## config.mk

```make
export PLATFORM = sky130hd
export DESIGN_NAME = multi_clk_div_flat
export DESIGN_NICKNAME = d
export VERILOG_FILES = /design/src/rtl/multi_clk_div_pkg.sv /design/src/rtl/multi_clk_div_if.sv /design/src/rtl/multi_clk_div_channel.sv /design/src/rtl/multi_clk_div.sv /design/src/flat_wrapper.sv
export SDC_FILE = /design/constraint.sdc
export NUM_CORES = 1
export LEC_CHECK = 0
export CORE_MARGIN = 2
export CORE_UTILIZATION = 38
export DETAILED_ROUTE_END_ITERATION = 8
export GPL_TIMING_DRIVEN = 0
export PLACE_DENSITY = 0.65
export SETUP_SLACK_MARGIN = 0.3
export SYNTH_ARGS = -nofsm -noshare
export SYNTH_HDL_FRONTEND = slang
export SYNTH_SLANG_ARGS = --single-unit
export TNS_END_PERCENT = 30
```

## constraint.sdc

```tcl
create_clock -name Clk -period 14.88 [get_ports Clk]
set_input_delay 3.72 -clock Clk [delete_from_list [all_inputs] [get_ports Clk]]
set_output_delay 3.72 -clock Clk [all_outputs]
set_load 0.005 [all_outputs]
```

## src/rtl/multi_clk_div_pkg.sv

```systemverilog
// Shared definitions for the multi-channel clock divider.
//   BOARD_CLK_DEF : default board clock frequency in Hz
//   mode_e        : per-channel output mode (toggle / pulse)
//   clog2         : ceiling log2 for elaboration-time sizing
//   sel_width     : width of the channel-select field, at least 1 bit
package multi_clk_div_pkg;

  localparam int unsigned BOARD_CLK_DEF = 50_000_000;

  typedef enum logic {
    MODE_TOGGLE = 1'b0,
    MODE_PULSE  = 1'b1
  } mode_e;

  function automatic int clog2(int unsigned n);
    int r;
    r = 0;
    while ((64'd1 << r) < 64'(n)) r++;
    return r;
  endfunction

  function automatic int sel_width(int unsigned n);
    return (clog2(n) < 1) ? 1 : clog2(n);
  endfunction

endpackage

```

## src/rtl/multi_clk_div_if.sv

```systemverilog
// Control/status bundle of the multi-channel clock divider.
//   En, Mode      : per-channel enable and mode (0 toggle, 1 pulse)
//   LdStb/Sel/Val : one-cycle divisor load into a channel's shadow register
//   Sync          : synchronous restart of all channels
//   ClkOut/Tick   : registered divided output and terminal-count strobe
//   Pend          : a shadow divisor is waiting to be applied
// master drives the controls (system side), slave is the divider.
interface multi_clk_div_if #(
  parameter int NCH  = 4,
  parameter int CW   = 26,
  parameter int SELW = 2
);
  logic [NCH-1:0]  En;
  logic [NCH-1:0]  Mode;
  logic            LdStb;
  logic [SELW-1:0] LdSel;
  logic [CW-1:0]   LdVal;
  logic            Sync;
  logic [NCH-1:0]  ClkOut;
  logic [NCH-1:0]  Tick;
  logic [NCH-1:0]  Pend;

  modport master (
    output En, Mode, LdStb, LdSel, LdVal, Sync,
    input  ClkOut, Tick, Pend
  );

  modport slave (
    input  En, Mode, LdStb, LdSel, LdVal, Sync,
    output ClkOut, Tick, Pend
  );
endinterface

```

## src/rtl/multi_clk_div_channel.sv

```systemverilog
// One divider channel: counter, active and shadow divisor, pending flag,
// and the registered ClkOut/Tick generation.
//   clk, rst : board clock, asynchronous active-high reset
//   en, mode : channel enable and output mode
//   ld       : write ld_val into the shadow divisor this cycle
//   sync     : restart the channel and apply any pending divisor
//   clk_out  : divided output, tick : terminal-count strobe
//   pend     : shadow divisor not yet applied
module clk_div_channel
  import multi_clk_div_pkg::*;
#(
  parameter int            CW      = 26,
  parameter logic [CW-1:0] DEF_DIV = CW'(2)
) (
  input  logic          clk,
  input  logic          rst,
  input  logic          en,
  input  mode_e         mode,
  input  logic          ld,
  input  logic [CW-1:0] ld_val,
  input  logic          sync,
  output logic          clk_out,
  output logic          tick,
  output logic          pend
);

  logic [CW-1:0] cnt;
  logic [CW-1:0] div;
  logic [CW-1:0] shadow;
  logic          active;
  logic          tc;
  logic          apply;

  assign active = en && (div != '0);
  assign tc     = active && (cnt == div - CW'(1));
  // A new divisor only takes over at a period boundary (TC), while the
  // channel is idle, or on Sync, so a running period is never truncated.
  assign apply  = pend && (sync || tc || !active);

  // NOTE: all state updates use non-blocking assignments so every register
  // samples the pre-edge values and the block order does not matter.
  always_ff @(posedge clk or posedge rst) begin
    if (rst) begin
      cnt     <= '0;
      clk_out <= 1'b0;
      tick    <= 1'b0;
      pend    <= 1'b0;
      div     <= DEF_DIV;
      shadow  <= DEF_DIV;
    end else begin
      if (sync) begin
        cnt     <= '0;
        clk_out <= 1'b0;
        tick    <= 1'b0;
      end else if (tc) begin
        cnt     <= '0;
        tick    <= 1'b1;
        clk_out <= (mode == MODE_PULSE) ? 1'b1 : ~clk_out;
      end else begin
        tick <= 1'b0;
        if (active) cnt <= cnt + CW'(1);
        // Pulse mode output is only high on the TC cycle; toggle mode holds.
        if (mode == MODE_PULSE) clk_out <= 1'b0;
      end

      if (apply) div <= shadow;

      // A load on the same edge as an apply keeps the new value pending.
      if (ld) begin
        shadow <= ld_val;
        pend   <= 1'b1;
      end else if (apply) begin
        pend <= 1'b0;
      end
    end
  end

endmodule

```

## src/rtl/multi_clk_div.sv

```systemverilog
// Multi-channel programmable clock divider with clock-enable ticks.
//   Clk    : board clock
//   DivRst : asynchronous reset, active-high
//   bus    : control/status bundle (enables, modes, divisor load, Sync,
//            ClkOut, Tick, Pend), one bit per channel where applicable
// Decodes the divisor load select with a range check, fans Sync out to all
// channels and instantiates NCH independent channels.
module multi_clk_div
  import multi_clk_div_pkg::*;
#(
  parameter int          NCH       = 4,
  parameter int          CW        = 26,
  parameter int unsigned BOARD_CLK = BOARD_CLK_DEF,
  parameter int unsigned DEF_DIV   = BOARD_CLK / 2,
  parameter int          SELW      = sel_width(NCH)
) (
  input logic            Clk,
  input logic            DivRst,
  multi_clk_div_if.slave bus
);

  if (NCH < 1 || NCH > 16 || SELW < sel_width(NCH) ||
      DEF_DIV == 0 || 64'(DEF_DIV) >= (64'd1 << CW)) begin : g_bad_params
    $error("multi_clk_div: illegal NCH/SELW or DEF_DIV zero or wider than CW");
  end

  localparam logic [SELW:0] NCH_W = (SELW + 1)'(NCH);

  logic           sel_ok;
  logic [NCH-1:0] ld;
  logic [NCH-1:0] clk_out;
  logic [NCH-1:0] tick;
  logic [NCH-1:0] pend;

  // Out-of-range selects (possible when NCH is not a power of two) are dropped.
  assign sel_ok = ({1'b0, bus.LdSel} < NCH_W);

  for (genvar i = 0; i < NCH; i++) begin : g_ch
    assign ld[i] = bus.LdStb && sel_ok && (bus.LdSel == SELW'(i));

    clk_div_channel #(
      .CW      (CW),
      .DEF_DIV (CW'(DEF_DIV))
    ) u_ch (
      .clk     (Clk),
      .rst     (DivRst),
      .en      (bus.En[i]),
      .mode    (mode_e'(bus.Mode[i])),
      .ld      (ld[i]),
      .ld_val  (bus.LdVal),
      .sync    (bus.Sync),
      .clk_out (clk_out[i]),
      .tick    (tick[i]),
      .pend    (pend[i])
    );
  end

  assign bus.ClkOut = clk_out;
  assign bus.Tick   = tick;
  assign bus.Pend   = pend;

endmodule

```

## src/flat_wrapper.sv

```systemverilog
// flat-port wrapper written by rule: the top's interface ports become plain ports
module multi_clk_div_flat import multi_clk_div_pkg::*;
#(
  parameter int          NCH       = 4,
  parameter int          CW        = 26,
  parameter int unsigned BOARD_CLK = BOARD_CLK_DEF,
  parameter int unsigned DEF_DIV   = BOARD_CLK / 2,
  parameter int          SELW      = sel_width(NCH)
)
  (Clk, DivRst, bus_En, bus_Mode, bus_LdStb, bus_LdSel, bus_LdVal, bus_Sync, bus_ClkOut, bus_Tick, bus_Pend);
  multi_clk_div_if #(.NCH(NCH), .CW(CW), .SELW(SELW)) bus_i ();
  input logic Clk;
  input logic DivRst;
  input wire logic [$bits(bus_i.En)-1:0] bus_En;
  input wire logic [$bits(bus_i.Mode)-1:0] bus_Mode;
  input wire logic [$bits(bus_i.LdStb)-1:0] bus_LdStb;
  input wire logic [$bits(bus_i.LdSel)-1:0] bus_LdSel;
  input wire logic [$bits(bus_i.LdVal)-1:0] bus_LdVal;
  input wire logic [$bits(bus_i.Sync)-1:0] bus_Sync;
  output wire logic [$bits(bus_i.ClkOut)-1:0] bus_ClkOut;
  output wire logic [$bits(bus_i.Tick)-1:0] bus_Tick;
  output wire logic [$bits(bus_i.Pend)-1:0] bus_Pend;
  assign bus_i.En = bus_En;
  assign bus_i.Mode = bus_Mode;
  assign bus_i.LdStb = bus_LdStb;
  assign bus_i.LdSel = bus_LdSel;
  assign bus_i.LdVal = bus_LdVal;
  assign bus_i.Sync = bus_Sync;
  assign bus_ClkOut = bus_i.ClkOut;
  assign bus_Tick = bus_i.Tick;
  assign bus_Pend = bus_i.Pend;
  multi_clk_div #(.NCH(NCH), .CW(CW), .BOARD_CLK(BOARD_CLK), .DEF_DIV(DEF_DIV), .SELW(SELW)) u_core (.Clk(Clk), .DivRst(DivRst), .bus(bus_i));
endmodule
```

==> impl_results.md <==
- PostCTS Resize Cnt: 0
- Largest cells by area after synthesis: dfrtp_1 (31%), dfstp_2 (14%), mux2_2 (12%)
- Register area share after synthesis: 0.4532
- Worst min path class: flop to flop
- Row count: 80
- Top cell type by total area after synthesis: dfrtp_1
- CTS buffer count: 37
- Worst r2r path cells: 11
- Clk Latency, worst-skew pair: 0.57 ns
- Hold_sp: u_core.g_ch[3].u_ch.shadow[1]
- Vias in the first global route: 14155
- Reg-to-reg setup timing slack: 9.58 ns
- Syn. warnings: 0
- Hold depth: 1
- CTS Hold Bufs: 0
- Post-synthesis instance area: 18150 sq um
- Synth top area share: 0.3143
- Clk_skew: 0.01997 ns
- DRT Wirelength: 50000 microns
- Sink Count: 324
- Synth Instances: 1735
- DRT antenna net count: 0
- Leak Pwr: 8.111 nW
- DIE AREA: 49540 sq um
- Diode count: 0
- Status: complete, no violations
- Synth async-reset ratio: 1.000
- Core area: 47450 sq um
- RSZ-0062 raised after global routing: no
- Via density: 5.734
- Worst R2R End: u_core.g_ch[3].u_ch.div[25]
- # H-tree levels: 2
- Max Slew Vio Count: 0
- Hold_ws: 0.4957 ns
- Nets: 1878
- First-pass GRT wire length: 79320 microns
- GPL Wtd Cong: 0.9067
- CP endpoint kind: flop
- Startpoint types: input pin
- Number of synthesized flops with an enable pin: 0
- Max Fclk: 148.9 MHz
- Peak VDD IR: 0.00006610 V
- Worst slew pin tran: 1.305 ns
- CTS root buf: clkbuf_16
- Hold endpoint: u_core.g_ch[3].u_ch.div[1]
- Final setup fails: 0
- Wire length per cell: 20.24 microns
- Max Fanout on Critical Path: 10
- Setup repair bufs after CTS: 0
- Largest net degree at the start of global routing: 129
- Distinct cell type count after synthesis: 77
- GR Overflow Total: 0
- DRT iter0 DRCs: 1112
- Total GRT Usage: 0.2030
- Die Y: 222.6 microns
- DRC violations left: 0
- Worst EP required: 15.33 ns
- Most used DFF post-synth: dfrtp_1
- CTS max path bufs: 3
- Kind of critical path: input pin to flop
- Initial antenna violation count: 0
- Max capacitance violation total: 0
- Final setup TNS: 0 ns
- Avg Inst Size Synth: 10.46 sq um
- Min Clock Period, post-route: 6.717 ns
- Pwr dens: 145.1 nW/um^2
- Net Count, Synth: 1787
- Total number of vias: 14163
- Synth-to-Final Area Change: 14.52%
- Synth Register Bits: 324
- Crit path DAT: 7.17 ns
- TritonCTS clock tree: built
- Final count of hold timing violations: 0
- Final HPWL DP: 35690 microns
- Final Cycle Share: 0.4514
- Chip width: 222.6 microns
- Port bufs: 50
- FF-to-FF Start: u_core.g_ch[3].u_ch.div[0]
- Pre-antenna DRT Iters: 5
- Clock transition at path regs: 0.06 ns
- # IOs: 52
- Relative slew slack: 0.1226
- Initial core utilization: 0.3826
- Share of post-route cells with drive strength above 1: 0.2232
==> kinds of logic (layout without fill, tap and decap cells) <==
family | count (synthesis) | in the layout | share of synthesized area
flops | 324 | 324 | 0.4532
xor+xnor | 173 | 173 | 0.08347
buf+inv | 132 | 252 | 0.03150
compound gates | 222 | 222 | 0.08712
mux | 221 | 221 | 0.1405
fa+ha+maj | 12 | 12 | 0.008271
simple gates | 651 | 651 | 0.1959
==> routing by layer <==
layer | routed length (microns) | GRT usage
met1 | 22430 | 0.2756
met2 | 23230 | 0.3294
met3 | 2656 | 0.02830
met4 | 1689 | 0.07686
met5 | 0 | 0
==> final cells by class <==
class	count	area (sq um)
timing repair buffer	52	555.5
multi-input combinational	1279	9354
inverter	36	142.6
clock inverter	15	257.7
sequential	324	8228
clock buffer	53	1046
buffer	96	436.7
tap	615	769.5
fill	4463	26660
==> state kept, by name, indices dropped and copies added (netlist names) <==
register	flops
u_core.g_ch.u_ch.pend	4
u_core.g_ch.u_ch.shadow	104
u_core.g_ch.u_ch.tick	4
u_core.g_ch.u_ch.cnt	104
u_core.g_ch.u_ch.div	104
u_core.g_ch.u_ch.clk_out	4
==> placed cells by master, fill, tap and decap left out, types with 50 or more instances in the layout <==
cell,count
dfrtp_1,228
mux2_2,189
nor2_1,124
xnor2_1,101
dfstp_2,96
clkbuf_1,83
nor3_1,83
nand2_1,79
nand3_1,79
xor2_1,72
nor4_1,63
o21ai_0,54
clkdlybuf4s50_1,50
==> per-stage QoR <==
stage / power, mW / cell area (sq um) / util / instances / worst slack (ns)
global route: 3.171 / 20790 / 0.4382 / 2470 / 7.961
global placement: 2.003 / 19420 / 0.4094 / 2400 / -1.378
floorplan: 1.814 / 18150 / - / 1735 / 2.349
CTS: 3.029 / 20790 / 0.4382 / 2470 / 8.234
finish: 3.016 / 20790 / 0.4382 / 2470 / 8.163
detailed placement: 2.035 / 19490 / 0.4107 / 2402 / 7.662
==> critical path: stages <==
cell and delay (ns):
clkdlybuf4s50_1 0.51, o41ai_1 0.21, a211oi_1 0.37, nand4_1 0.20, nor4_2 1.02, o31ai_2 0.40
clkbuf_1 0.37, mux2_2 0.35
==> synth_stat cells, types with 7 or more instances <==
cell type	n
nor2_1	124
o31ai_1	7
and2_1	7
nor2b_1	11
nor4_1	63
o21ai_0	54
a31oi_1	10
a21o_1	16
and3_1	35
nand2_1	79
nand4_1	42
or3_1	26
mux2_2	189
dfrtp_1	228
or4_1	30
nand2b_1	12
mux2i_1	10
clkbuf_1	73
buf_2	7
nor3_1	83
ha_1	12
mux2_4	20
nand3_1	79
xor2_1	72
and4_1	12
dfstp_2	96
a22o_1	13
nor4b_1	13
buf_4	12
xnor2_1	101
a21oi_1	30
inv_1	36
==> how the worst max path moves through the flow <==
stage | start | end | depth (start not counted)
after detailed placement | bus_En[3] | u_core.g_ch[3].u_ch.div[7] | 8
after CTS | bus_En[3] | u_core.g_ch[3].u_ch.div[25] | 8
after global routing | bus_En[3] | u_core.g_ch[3].u_ch.div[0] | 8
after global placement | DivRst | u_core.g_ch[0].u_ch.cnt[13] | 2
after floorplan | DivRst | u_core.g_ch[0].u_ch.clk_out | 1
final | bus_En[3] | u_core.g_ch[3].u_ch.div[25] | 8
==> where the power goes <==
group / switching, mW / leakage (nW) / internal [mW]
Clock: 0.385 / 0.634 / 0.598
Sequential: 0.198 / 3.96 / 1.10
Combinational: 0.376 / 3.52 / 0.359
(Power assumes the default switching activity.)
